### config.mk
export PLATFORM = sky130hd
export DESIGN_NAME = micro_sequencer
export DESIGN_NICKNAME = d
export VERILOG_FILES = /design/src/rtl/micro_sequencer.sv
export SDC_FILE = /design/constraint.sdc
export NUM_CORES = 1
export LEC_CHECK = 0
export ABC_AREA = 1
export BUFFER_PORTS_ARGS = -buffer_cell sky130_fd_sc_hd__buf_2
export CAP_MARGIN = 20
export CORE_MARGIN = 1.5
export CORE_UTILIZATION = 50
export CTS_BUF_LIST = sky130_fd_sc_hd__clkbuf_16
export DETAILED_ROUTE_END_ITERATION = 10
export PLACE_DENSITY = 0.78
export SLEW_MARGIN = 20
export SYNTH_ARGS = -nofsm -noshare
export SYNTH_HDL_FRONTEND = slang
export SYNTH_SLANG_ARGS = --single-unit
### constraint.sdc
create_clock -name clock -period 6.8 [get_ports clock]
set_input_delay 1.02 -clock clock [delete_from_list [all_inputs] [get_ports clock]]
set_output_delay 1.02 -clock clock [all_outputs]
set_load 0.005 [all_outputs]
### src/rtl/micro_sequencer.sv
// Microprogram next-address sequencer: WIDTH-bit microaddress, DEPTH-entry subroutine stack,
// loop counter and opcode-driven conditional jump/call/return.
module micro_sequencer #(
    parameter int unsigned WIDTH = 8,
    parameter int unsigned DEPTH = 4
) (
    input  logic             clock,
    input  logic             reset,
    input  logic [WIDTH-1:0] din,
    input  logic [2:0]       op,
    input  logic             cc,
    input  logic             ld_ar,
    input  logic             zero,
    input  logic             cin,
    output logic [WIDTH-1:0] yout,
    output logic             cout,
    output logic             full,
    output logic             empty,
    output logic             cnt_zero,
    output logic             stk_err
);

    localparam int unsigned SpW  = $clog2(DEPTH + 1);
    localparam int unsigned IdxW = (DEPTH > 1) ? $clog2(DEPTH) : 1;

    typedef enum logic [2:0] {
        OpCont  = 3'd0,
        OpCjmp  = 3'd1,
        OpCcall = 3'd2,
        OpCret  = 3'd3,
        OpLdcnt = 3'd4,
        OpLoop  = 3'd5,
        OpPush  = 3'd6,
        OpCjar  = 3'd7
    } op_e;

    op_e              op_sel;
    logic [WIDTH-1:0] pc_q, ar_q, cnt_q, cnt_d;
    logic [WIDTH-1:0] y, tos;
    logic [SpW-1:0]   sp_q, sp_d;
    logic [WIDTH-1:0] stack_q [DEPTH];
    logic             err_q, err_d;
    logic             push_req, push_en;
    logic             stk_full, stk_empty;

    assign op_sel    = op_e'(op);
    assign stk_full  = (sp_q == SpW'(DEPTH));
    assign stk_empty = (sp_q == '0);
    // Only consumed when the stack is non-empty, so the wrapped index at SP==0 is harmless.
    assign tos       = stack_q[IdxW'(sp_q - 1'b1)];

    always_comb begin
        y        = pc_q;
        cnt_d    = cnt_q;
        sp_d     = sp_q;
        err_d    = err_q;
        push_req = 1'b0;
        push_en  = 1'b0;
        if (zero) begin
            y     = '0;
            sp_d  = '0;
            err_d = 1'b0;
        end else begin
            unique case (op_sel)
                OpCont:  y = pc_q;
                OpCjmp:  if (cc) y = din;
                OpCcall: begin
                    if (cc) begin
                        y        = din;
                        push_req = 1'b1;
                    end
                end
                OpCret: begin
                    if (cc) begin
                        if (stk_empty) begin
                            err_d = 1'b1;
                        end else begin
                            y    = tos;
                            sp_d = sp_q - 1'b1;
                        end
                    end
                end
                OpLdcnt: cnt_d = din;
                OpLoop: begin
                    // Decision uses the pre-edge count; underflow substitutes PC for TOS.
                    if (cnt_q != '0) begin
                        cnt_d = cnt_q - 1'b1;
                        if (stk_empty) err_d = 1'b1;
                        else           y     = tos;
                    end else begin
                        if (stk_empty) err_d = 1'b1;
                        else           sp_d  = sp_q - 1'b1;
                    end
                end
                OpPush: begin
                    push_req = 1'b1;
                    if (cc) cnt_d = din;
                end
                OpCjar:  if (cc) y = ar_q;
                default: y = pc_q;
            endcase
            if (push_req) begin
                if (stk_full) begin
                    err_d = 1'b1;
                end else begin
                    push_en = 1'b1;
                    sp_d    = sp_q + 1'b1;
                end
            end
        end
        if (reset) y = '0;
    end

    assign yout     = y;
    assign cout     = cin & (&y);
    assign full     = stk_full;
    assign empty    = stk_empty;
    assign cnt_zero = (cnt_q == '0);
    assign stk_err  = err_q;

    always_ff @(posedge clock or posedge reset) begin
        if (reset) begin
            pc_q  <= '0;
            ar_q  <= '0;
            cnt_q <= '0;
            sp_q  <= '0;
            err_q <= 1'b0;
            for (int unsigned i = 0; i < DEPTH; i++) stack_q[i] <= '0;
        end else begin
            pc_q  <= y + WIDTH'(cin);
            cnt_q <= cnt_d;
            sp_q  <= sp_d;
            err_q <= err_d;
            if (ld_ar) ar_q <= din;
            // Return address is the pre-edge PC, never the branch target.
            if (push_en) stack_q[IdxW'(sp_q)] <= pc_q;
        end
    end

endmodule
==> impl_metrics.ini <==
[run_status]
status = complete, no violations

[floorplan]
fp.dieH_um = 88.1
initial_core_util_pct = 52.4
die_area_mm2 = 0.00776
io_pins = 30
core_mm2 = 0.00691
dieWidth_um = 88.1
num_rows = 30

[final_layout]
area.sequential_mm2 = 0.00150
area_delta_synth_final_pct = 12.6
fin_area_mm2 = 0.00408
n_antenna_cell = 0
final_util_pct = 59.0
drive_above_1_share_pct = 16.4
fill_cells = 632
multi_input_area_mm2 = 0.00175
final_nets = 537

[clock_network]
cts_setup_buffers = 0
clk_pin_slew_worst_paths_ns = 0.05
root_buffer = clkbuf_16
clk_path_buf_depth = 2
cts_tree = yes
ctsResizeCount = 0
cts_hold_buf = 0
cts_made_buffers = 9
clock-sinks = 60
clkLatencyLatePin_ns = 0.33
htreeDepth = 3

[grt]
antenna_found_initial = 0
grt_pass1_wl_um = 14500
grt_overflow = 0
grtUsageTotal_pct = 24.9
first_global_vias = 3035
grt_max_degree = 44

[drt]
routed_wl_um = 8640
drt-initial-drc-count = 269
routedWlPerCell_um = 14.1
vias_per_cell = 5.35
drtPass1Iterations = 5
drc_errors = 0
antenna_left = 0
vias = 3281

[timing]
slew-limit-headroom_pct = 44.7
fmax_ghz = 0.233
setup-violations-final = 0
rsz0062_at_grt = no
clock-skew-final_ns = 0.00628
hold_viol = 0
fin_crit_sh_pct = 63.1
holdWs_ns = 0.489
drv_slew = 0
min_period_ns = 4.29
worst_pin_slew_ns = 0.827
fin_tns_setup_ns = 0

[synth]
yosysWarnings = 0
yosys.cell_count.top_type = nand2_1
yosysTopAreaCellShare_pct = 41.5
synth_top_flop_cell = dfrtp_1
synth_common_cells = nand2_1 (142), dfrtp_1 (60), inv_1 (59)
synth_edf_count = 0
synth_seq_cells = 60
ys_types = 32
synthArstFlopShare_pct = 100
syn_area_mm2 = 0.00362
synthCells = 484
synth-seq-area-share_pct = 41.5
ys_top_cells_by_area = dfrtp_1 (41%), nand2_1 (15%), inv_1 (6.1%)
synth_fp_nets = 509
avgSynthCellArea_um2 = 7.48
synth_top_area_cell = dfrtp_1

[power]
power.total_uw = 998
vdd_drop_max_mv = 0.209
pwr_density_cell_mw_per_mm2 = 245
p_leak_uw = 0.00205

[worst_setup_path]
worstSetupEndpointType = output port
cp-start-kind = register
crit_arrival_ns = 3.27
cp.required_ns = 5.78
cp_max_fo = 21
crit_type = reg2out
r2r_cells = 17

[place]
placed_cell_area_mm2 = 0.00379
io_buffers = 29
gp_congestion = 0.924
dpl.hpwl_um = 6230

[min_path]
hp-class = reg2reg
whs_path_depth = 2

[run]
maxCapViolCount = 0
where the power goes:
part	internal (uW)	switching (uW)	total, uW
sequential	387	24.0	411
combinational	50.1	102	152
clock	278	158	435
total	715	283	998
layer usage:
layer | vias to the layer above | part of all wire, % | track usage [%]
met5 | - | 0 | 0
met4 | 0 | 2.5 | 10.7
met3 | 19 | 5.1 | 5.00
met2 | 113 | 47 | 39.6
met1 | 1539 | 45 | 33.3
li1 | 1610 | - | -
critical path, cell delays in order, from the launching register on:
cell	delay [ns]
dfrtp_1	0.63
inv_4	0.29
ha_1	0.31
inv_2	0.04
nor2_1	0.53
nand3_1	0.18
nand3_2	0.20
nand2_1	0.09
nand3_2	0.12
nand3_1	0.10
nor2_1	0.14
nand3_1	0.08
nor2_1	0.11
buf_2	0.13
final timing paths:
kind                        startpoint          end  slack, ns
setup / recovery               sp_q[0]         cout       2.51
hold / removal             stack_q[17]  stack_q[17]       0.49
setup reg to reg               sp_q[0]      pc_q[6]       3.21
hold reg to reg            stack_q[17]  stack_q[17]       0.49
max in group asynchronous        reset   stack_q[9]       5.21
min in group asynchronous        reset      ar_q[5]       0.70
through the flow:
stage	setup slack, ns	instances
detailed placement	2.95	597
floorplan	3.76	484
finish	2.51	613
global placement	3.10	597
CTS	2.57	613
global route	2.17	613
registers in the layout, indices dropped and copies added (netlist names):
| register | cells |
|---|---|
| ar_q | 8 |
| cnt_q | 8 |
| pc_q | 8 |
| sp_q | 3 |
| stack_q | 32 |
| stk_err | 1 |
cells by family (layout without fill, tap and decap cells):
family | count (synthesis) | in the layout | share of synthesized area [%]
adder cells (fa/ha/maj) | 8 | 8 | 2.76
AO/OA/AOI/OAI | 92 | 92 | 13.3
XOR/XNOR | 4 | 4 | 0.968
multiplexers | 5 | 5 | 1.55
buffers and inverters | 83 | 116 | 10.1
AND/OR/NAND/NOR | 232 | 232 | 29.8
flip-flops | 60 | 60 | 41.5
placed cells by master (no fill, tap or decap), drive strengths merged:
cell      count
nand2       154
inv          70
o21ai        67
dfrtp        60
nand3        42
nor2         33
buf          30
a21oi        17
clkbuf        9
ha            8
mux2          5
clkinv        5
xor2          3
nor3          2
a211oi        2
o211ai        2
a22oi         2
o32ai         1
nand4         1
xnor2         1
o2bb2ai       1
bufinv        1
clkinvlp      1
layout make-up:
type | instances | share of cell area (%)
Clock buffer | 9 | 5.52
Tap cell | 96 | 2.95
Clock inverter | 7 | 1.44
Sequential cell | 60 | 36.8
Multi-Input combinational cell | 341 | 43.0
Inverter | 70 | 6.51
Timing Repair Buffer | 30 | 3.74
Note: power is estimated with default switching activity, not from simulation.
